$ cat src/rtl/blk_mem_arbiter_pkg.sv
// ============================================================================
// blk_mem_arbiter_pkg : shared index-width, round-robin and slice helpers
// Rev 1.0
// ============================================================================
`default_nettype none

package blk_mem_arbiter_pkg;

    localparam int C_MIN_REQ = 2;
    localparam int C_MAX_REQ = 8;

    function automatic int req_idx_w(input int num_req);
        return $clog2(num_req);
    endfunction

    // Pointer moves just past the last winner so it gets lowest priority next.
    function automatic int rr_next(input int k, input int num_req);
        return (k + 1 >= num_req) ? 0 : k + 1;
    endfunction

    function automatic int slice_lo(input int idx, input int width);
        return idx * width;
    endfunction

endpackage

`default_nettype wire

$ cat src/rtl/blk_mem.sv
// ============================================================================
// blk_mem : simple dual-port RAM, one write port and one registered read port
// Rev 1.0
// ============================================================================
`default_nettype none

module blk_mem #(
    parameter int BIT_WIDTH  = 8,
    parameter int ADDR_WIDTH = 4
) (
    input  logic                  clk,
    input  logic                  wr_en,
    input  logic [ADDR_WIDTH-1:0] addr_in,
    input  logic [BIT_WIDTH-1:0]  wr_data,
    input  logic [ADDR_WIDTH-1:0] addr_out,
    output logic [BIT_WIDTH-1:0]  rd_data
);

    logic [BIT_WIDTH-1:0] r_mem [0:(1<<ADDR_WIDTH)-1];

    // Read-before-write: a same-address read in the write cycle sees old data.
    always_ff @(posedge clk) begin
        if (wr_en) begin
            r_mem[addr_in] <= wr_data;
        end
        rd_data <= r_mem[addr_out];
    end

endmodule

`default_nettype wire

$ cat src/rtl/blk_mem_arbiter_rr_arb.sv
// ============================================================================
// rr_arb : combinational round-robin arbiter, search starts at ptr
// Rev 1.0
// ============================================================================
`default_nettype none

module rr_arb
    import blk_mem_arbiter_pkg::*;
#(
    parameter int NUM_REQ = 2,
    parameter int IDX_W   = req_idx_w(NUM_REQ)
) (
    input  logic [NUM_REQ-1:0] req,
    input  logic [IDX_W-1:0]   ptr,
    output logic [NUM_REQ-1:0] gnt,
    output logic [IDX_W-1:0]   gnt_idx
);

    int w_cand;

    // Walk the ring backwards so the candidate closest to ptr is written last.
    always_comb begin
        gnt     = '0;
        gnt_idx = '0;
        w_cand  = 0;
        for (int i = NUM_REQ - 1; i >= 0; i--) begin
            w_cand = int'(ptr) + i;
            if (w_cand >= NUM_REQ) begin
                w_cand = w_cand - NUM_REQ;
            end
            if (req[IDX_W'(w_cand)]) begin
                gnt                  = '0;
                gnt[IDX_W'(w_cand)]  = 1'b1;
                gnt_idx              = IDX_W'(w_cand);
            end
        end
    end

endmodule

`default_nettype wire

$ cat src/rtl/blk_mem_arbiter.sv
// ============================================================================
// blk_mem_arbiter : independent round-robin write/read sharing of one blk_mem
// Rev 1.0
// ============================================================================
`default_nettype none

module blk_mem_arbiter
    import blk_mem_arbiter_pkg::*;
#(
    parameter int BIT_WIDTH  = 8,
    parameter int ADDR_WIDTH = 4,
    parameter int NUM_REQ    = 2
) (
    input  logic                          clk,
    input  logic                          rst_n,
    input  logic [NUM_REQ-1:0]            wr_req,
    input  logic [NUM_REQ*ADDR_WIDTH-1:0] wr_addr,
    input  logic [NUM_REQ*BIT_WIDTH-1:0]  wr_data,
    output logic [NUM_REQ-1:0]            wr_gnt,
    input  logic [NUM_REQ-1:0]            rd_req,
    input  logic [NUM_REQ*ADDR_WIDTH-1:0] rd_addr,
    output logic [NUM_REQ-1:0]            rd_gnt,
    output logic [NUM_REQ-1:0]            rd_valid,
    output logic [BIT_WIDTH-1:0]          rd_data
);

    localparam int IDX_W = req_idx_w(NUM_REQ);

    logic [IDX_W-1:0]      r_wr_ptr;
    logic [IDX_W-1:0]      r_rd_ptr;
    logic [IDX_W-1:0]      w_wr_idx;
    logic [IDX_W-1:0]      w_rd_idx;
    logic [NUM_REQ-1:0]    w_wr_req;
    logic [NUM_REQ-1:0]    w_rd_req;
    logic [NUM_REQ-1:0]    r_rd_tag;
    logic                  w_wr_any;
    logic                  w_rd_any;
    logic [ADDR_WIDTH-1:0] w_mem_wr_addr;
    logic [BIT_WIDTH-1:0]  w_mem_wr_data;
    logic [ADDR_WIDTH-1:0] w_mem_rd_addr;
    logic [ADDR_WIDTH-1:0] r_rd_addr_hold;

    // Masking requests keeps both grants low for the whole reset interval.
    assign w_wr_req = wr_req & {NUM_REQ{rst_n}};
    assign w_rd_req = rd_req & {NUM_REQ{rst_n}};

    rr_arb #(.NUM_REQ(NUM_REQ), .IDX_W(IDX_W)) u_wr_arb (
        .req     (w_wr_req),
        .ptr     (r_wr_ptr),
        .gnt     (wr_gnt),
        .gnt_idx (w_wr_idx)
    );

    rr_arb #(.NUM_REQ(NUM_REQ), .IDX_W(IDX_W)) u_rd_arb (
        .req     (w_rd_req),
        .ptr     (r_rd_ptr),
        .gnt     (rd_gnt),
        .gnt_idx (w_rd_idx)
    );

    assign w_wr_any = |wr_gnt;
    assign w_rd_any = |rd_gnt;

    always_comb begin
        w_mem_wr_addr = '0;
        w_mem_wr_data = '0;
        w_mem_rd_addr = r_rd_addr_hold;
        for (int i = 0; i < NUM_REQ; i++) begin
            if (wr_gnt[i]) begin
                w_mem_wr_addr = wr_addr[slice_lo(i, ADDR_WIDTH) +: ADDR_WIDTH];
                w_mem_wr_data = wr_data[slice_lo(i, BIT_WIDTH) +: BIT_WIDTH];
            end
            if (rd_gnt[i]) begin
                w_mem_rd_addr = rd_addr[slice_lo(i, ADDR_WIDTH) +: ADDR_WIDTH];
            end
        end
    end

    always_ff @(posedge clk or negedge rst_n) begin
        if (!rst_n) begin
            r_wr_ptr       <= '0;
            r_rd_ptr       <= '0;
            r_rd_tag       <= '0;
            r_rd_addr_hold <= '0;
        end else begin
            if (w_wr_any) begin
                r_wr_ptr <= IDX_W'(rr_next(int'(w_wr_idx), NUM_REQ));
            end
            if (w_rd_any) begin
                r_rd_ptr <= IDX_W'(rr_next(int'(w_rd_idx), NUM_REQ));
            end
            r_rd_addr_hold <= w_mem_rd_addr;
            r_rd_tag       <= rd_gnt;
        end
    end

    assign rd_valid = r_rd_tag;

    blk_mem #(.BIT_WIDTH(BIT_WIDTH), .ADDR_WIDTH(ADDR_WIDTH)) u_mem (
        .clk      (clk),
        .wr_en    (w_wr_any),
        .addr_in  (w_mem_wr_addr),
        .wr_data  (w_mem_wr_data),
        .addr_out (w_mem_rd_addr),
        .rd_data  (rd_data)
    );

endmodule

`default_nettype wire

$ cat config.mk
export PLATFORM = sky130hd
export DESIGN_NAME = blk_mem_arbiter
export DESIGN_NICKNAME = d
export VERILOG_FILES = /design/src/rtl/blk_mem_arbiter_pkg.sv /design/src/rtl/blk_mem.sv /design/src/rtl/blk_mem_arbiter_rr_arb.sv /design/src/rtl/blk_mem_arbiter.sv
export SDC_FILE = /design/constraint.sdc
export NUM_CORES = 1
export LEC_CHECK = 0
export ABC_AREA = 1
export CAP_MARGIN = 20
export CORE_UTILIZATION = 45
export DETAILED_ROUTE_END_ITERATION = 7
export SETUP_SLACK_MARGIN = 0.4
export SYNTH_ARGS = -nofsm -noshare
export SYNTH_HDL_FRONTEND = slang
export SYNTH_SLANG_ARGS = --single-unit
$ cat constraint.sdc
create_clock -name clk -period 2.3 [get_ports clk]
set_clock_uncertainty 0.05 [all_clocks]
set_input_delay 0.46 -clock clk [delete_from_list [all_inputs] [get_ports clk]]
set_output_delay 0.46 -clock clk [all_outputs]
set_load 0.02 [all_outputs]
# Word-level counts from Yosys, hierarchy flattened
# Memories as Yosys holds them, arrays and structs flattened. A register that Yosys moved wholly into a read port is not among the register bits.
# Cells that the tools add are included.
totals:
  regBits: 8
  ramBits: 128
  in_bits: 38
  output_inout_bits: 14
  n_memories: 1
memory_table:
  columns: ["name", "words", "word_bits", "rd", "rd_ports_with_merged_regs", "write_ports", "line", "source"]
  rows:
  - ["u_mem.r_mem", 16, 8, 1, 1, 1, "blk_mem.sv:19", "logic [BIT_WIDTH-1:0] r_mem [0:(1<<ADDR_WIDTH)-1];"]
op_classes:
  add_sub_neg: 8
  n_lt_le_gt_ge: 14
  muxes: 38
  bitwise_logic: 2
  n_reduce_logical: 6
op_table:
  columns: ["cell", "count"]
  rows:
  - ["$mux 1", 24]
  - ["$mux 4", 4]
  - ["$mux 8", 2]
  - ["$lt 1x3->1 const B", 4]
  - ["$add 1x1->2 const B", 4]
  - ["$ge 2x2->1 const B", 4]
  - ["$mux 2", 4]
  - ["$demux 1 s1", 4]
  - ["$ge 1x1->1 const B", 4]
  - ["$ge 1x2->1 const B", 2]
  - ["$logic_and 1x1->1", 4]
  - ["$reduce_or 2->1", 2]
  - ["$sub 1x1->1 const B", 4]
  - ["$and 1x1->1", 2]

# Longest topological paths before layout
depth:
  depth_word: 12
  ltp_mapped: 11
  ltp_nobuf: 9

# Modules after synthesis
# Synthesis repeated with hierarchy kept, for this count alone.
hier_totals:
  hier_cells: 656
  hier_area_um2: 6434.9
by_module_without_submodules:
  columns: ["mod", "instances", "cells_each", "area_each_um2", "seq_area_each_um2"]
  rows:
  - ["blk_mem", 1, 551, 5766.8, 4003.8]
  - ["blk_mem_arbiter", 1, 93, 610.6, 200.2]
  - ["rr_arb", 2, 6, 28.8, 0.0]

# Least setup slack after synthesis
# Ideal clock, no wire load.
synth_timing:
  path_type: "input to register"
  startpoint: "input port wr_req[0]"
  endpoint: "memory u_mem.r_mem[0][0], enable pin"
  arrival_time_ps: 1492
  required_ps: 1867
  setup_slack_ps: 375
  path_stages: 3
  cell_sequence: "nand3_1 -> clkbuf_1 -> nor3_1"
synth_via:
  elab_chain_cells: 8
  word_cells_on_any_way: 12
  cone_classes: "mux (10); bitwise (1); reduce/logical (1)"
synth_rtl:
  columns: ["element", "line", "source"]
  rows:
  - ["start, declared", "blk_mem_arbiter.sv:16", "input logic [NUM_REQ-1:0] wr_req,"]
  - ["$and 1x1->1 (*)", "blk_mem_arbiter.sv:44", "assign w_wr_req = wr_req & {NUM_REQ{rst_n}};"]
  - ["$mux 1 (implied by the code) (2 in series)", "blk_mem_arbiter_rr_arb.sv:31", "if (req[IDX_W'(w_cand)]) begin"]
  - ["$mux 2", "blk_mem_arbiter_rr_arb.sv:31", null]
  - ["$mux 2 (*)", "blk_mem_arbiter_rr_arb.sv:31", null]
  - ["$reduce_or 2->1", "blk_mem_arbiter.sv:61", "assign w_wr_any = |wr_gnt;"]
  - ["$mux 1", "blk_mem.sv:23", "if (wr_en) begin"]
  - ["$mux 1 (implied by the code)", "blk_mem.sv:24", "r_mem[addr_in] <= wr_data;"]
  - ["end, declared", "blk_mem.sv:19", null]
# Every way passes the cells marked *; elsewhere a longest branch is shown, timed or not. The select of a mux whose other input is x is not followed.

# Worst setup path after layout
layout_timing:
  startpoint: "input port wr_req[0]"
  endpoint: "output port wr_gnt[0]"
layout_via:
  elab_chain_cells: 5
  word_cells_on_any_way: 7
  cone_classes: "mux (6); bitwise (1)"
layout_rtl:
  columns: ["element", "line", "source"]
  rows:
  - ["$and 1x1->1 (*)", "blk_mem_arbiter.sv:44", null]
  - ["$mux 1 (implied by the code) (2 in series)", "blk_mem_arbiter_rr_arb.sv:31", null]
  - ["$mux 2", "blk_mem_arbiter_rr_arb.sv:31", null]
  - ["$mux 2 (*)", "blk_mem_arbiter_rr_arb.sv:31", null]
  - ["end, declared", "blk_mem_arbiter.sv:19", "output logic [NUM_REQ-1:0] wr_gnt,"]
# Marks and branches as above.

==> results.yml <==
run_status:
  status: "complete, no violations"
sta:
  slew_viol_final: 0
  grt_setup_unrepaired: "no"
  final_hold_viol_count: 0
  tightestPinTransition_ns: 0.7190
  setup_violations: 0
  achievable-frequency_mhz: 532.4
  tmin_final_ns: 1.878
  relSlewSlack_pct: 51.89
  min_period_over_period_pct: 81.66
clock_tree:
  clockRootBuffer: "clkbuf_16"
  clk_transition_reported_paths_ns: 0.06
  tritoncts_num_sinks: 143
  clockBufferDepth: 2
  cts_made_buffers: 17
  clock_insertion_delay_worst_skew_ns: 0.43
  cts.hold.buffers_added: 0
  tritoncts: "built"
  cts.htree.levels: 4
routing:
  detailedRoute.firstIterationViolations: 279
  detail_route.wl_per_cell_um: 17.45
  antenna_left: 0
  detailroute.via_count: 4457
  post_drt_via_cell_ratio: 5.030
  dr.pass1.iters: 4
  post-route-drc-count: 0
  routed_wl_um: 15460
synthesis:
  synth_enable_flop_cells: 128
  synth_area_per_cell_um2: 10.27
  synth-xor-area-share_pct: 0
  post_synth_main_area_contributors: "edfxtp_1, nand3_1, inv_1"
  synth-warning-count: 0
  yosys.cell_types.count: 23
  synth.cells.most_frequent: "nand3_1, inv_1, edfxtp_1"
  synthSimpleGateAreaFrac_pct: 21.91
  top_area_cell_type_share_of_the_netlist_area_pct: 61.48
  synth_compound_area_share_pct: 0.5803
  library_cell_with_the_largest_summed_area_after_synthesis: "edfxtp_1"
  number_of_flip_flops_and_latches_in_the_synthesized_netlist: 143
  synthesis.area_mm2: 0.006252
  synth_seq_area_share_pct: 66.84
  main_combinational_cell_family_by_area_after_synthesis: "simple AND/OR/NAND/NOR gates"
  yosys.cell_count.top_type: "nand3_1"
  yosys-mux-area-fraction_pct: 0
  netlist_instances: 609
  synth-async-reset-ratio_pct: 4.895
  synthFlopType: "edfxtp_1"
  synth_fa_ha_area_share_pct: 0
global_routing:
  grt_start_max_net_pins: 29
  grt_remaining_overflow: 0
  grt_first_pass_wirelength_um: 23440
  antenna_found_initial: 0
  first_global_vias: 4330
  gr-usage-all-layers_pct: 22.86
place:
  port-buffer-count: 30
  placed_cells_incl_taps: 841
  detailed_place_hpwl_um: 9048
  final_estimated_routing_congestion_in_global_placement: 0.7765
  place_area_mm2: 0.007108
pwr:
  comb_power_share_pct: 3.9
  power_report.internal_total_mw: 4.909
  p_leak_nw: 3.746
  vdd_ir_drop_max_mv: 0.6421
  share_seq_of_total_power_pct: 46.3
  power_density_mw_per_mm2: 745.9
  power_mw: 6.066
  power_switching_share_pct: 19.07
  power_switching_mw: 1.157
  clockPowerShare_pct: 49.8
final_layout:
  final_cell_count_no_fill: 886
  syn_to_final_growth_pct: 30.06
  n_antenna_cell: 0
  finish.instance_area_mm2: 0.008132
  total_number_of_nets_in_the_final_design: 735
  layout-drive-gt1-share_pct: 18.31
  utilization_pct: 60.68
run:
  maxCapViolations: 0
setup_path:
  crit_start: "wr_req[0]"
  critical_path_arrival_ns: 1.37
  timing.reg2reg.worst_path_depth: 8
  critical_path.reg2reg.startpoint: "r_rd_ptr"
  r2r_slack_ns: 0.51
  critical_path.startpoint_type: "input pin"
  timing_worst_setup_path_type: "in -> out"
  cp-end-kind: "output pin"
  critical_path.max_fanout: 7
  worst_path_required_time_ns: 1.79
floorplanning:
  io-pin-count: 52
  rows: 42
  die_width_um: 119.9
  die_height_um: 119.9
  starting_density_of_the_core_pct: 46.66
  floorplan.die_area_mm2: 0.01437
  placeableCoreArea_mm2: 0.01340
worst_hold_path:
  hold_path.class: "in -> async"
## routing by layer
layer / global-route usage (%) / vias up / wire, um
met3: 4.515 / 31 / 766
met1: 28.63 / 2151 / 6462
li1: - / 2151 / -
met2: 38.33 / 124 / 7911
met5: 0 / - / 0
met4: 10.31 / 0 / 317
## placed cells by master (no fill, tap or decap), drive strengths merged
cell / synthesis / routed
clkdlybuf4s15: 0 / 1
a21oi: 2 / 2
clkdlybuf4s50: 0 / 25
conb: 1 / 3
bufbuf: 0 / 1
nand3b: 16 / 16
or2: 2 / 2
clkinv: 0 / 6
nor3: 1 / 1
nand3: 132 / 132
nand4: 1 / 1
inv: 132 / 132
clkinvlp: 0 / 1
edfxtp: 128 / 128
clkbuf: 8 / 23
dfrtp: 7 / 7
dfxtp: 8 / 8
buf: 22 / 65
o21ai: 3 / 3
nor2: 26 / 26
nand2: 120 / 120
bufinv: 0 / 5
dlymetal6s2s: 0 / 2
## worst paths after layout
kind                                     end
max                                wr_gnt[0]
min                                 r_wr_ptr
max reg2reg                 u_mem.rd_data[7]
min reg2reg                         r_wr_ptr
max in group asynchronous  r_rd_addr_hold[0]
min in group clk                 rd_valid[0]
## what timing repair did
item,CTS,global route
setup buffers,4,2
cloned,4,3
gates resized for setup,24,20
endpoints found under the setup margin,82,9
pin swaps,3,7
## sequential cells by signal, summed over array words and instances (netlist names)
name            flops
u_mem.r_mem       128
r_wr_ptr            1
u_mem.rd_data       8
rd_valid            1
r_rd_addr_hold      4
r_rd_ptr            1
## cells by family after synthesis
| group | after synthesis |
|---|---|
| buffers and inverters | 162 |
| and+or+nand+nor | 298 |
| DFF | 143 |
| AOI/OAI and AO/OA | 5 |
| other | 1 |
## layout make-up
class                      instances  area, um^2
clock buffer                      20       466.7
fill                            1084        5269
inverter                         132       495.5
tap                              176       220.2
timing repair buffer              97        1032
sequential                       143        4179
clock inverter                    12       187.7
multi-input combinational        306        1550
## worst max-delay path: stages
cell and delay [ns]:
clkdlybuf4s50_1 0.50, nand3_4 0.12, inv_1 0.10, buf_2 0.18
## power groups by stage
stage          Combinational, mW  Clock (mW)  Sequential, mW
6_report                   0.235        3.02            2.81
5_1_grt                    0.252        3.14            2.81
4_1_cts                    0.218        3.05            2.81
3_5_place_dp               0.214           0            2.86
3_3_place_gp               0.213           0            2.86
2_1_floorplan             0.0843           0            2.88
## per-stage QoR
step                      hold WS, ns  setup WS [ns]  setup TNS [ns]
after floorplan                0.1144         0.6038               0
after global placement         0.3889        -0.2267          -11.86
after detailed placement       0.4091        -0.2028          -10.73
after CTS                     0.05321         0.4083               0
after global routing          0.03973         0.3946               0
final                         0.03465         0.4217               0
Power figures use the tool's default switching activity.
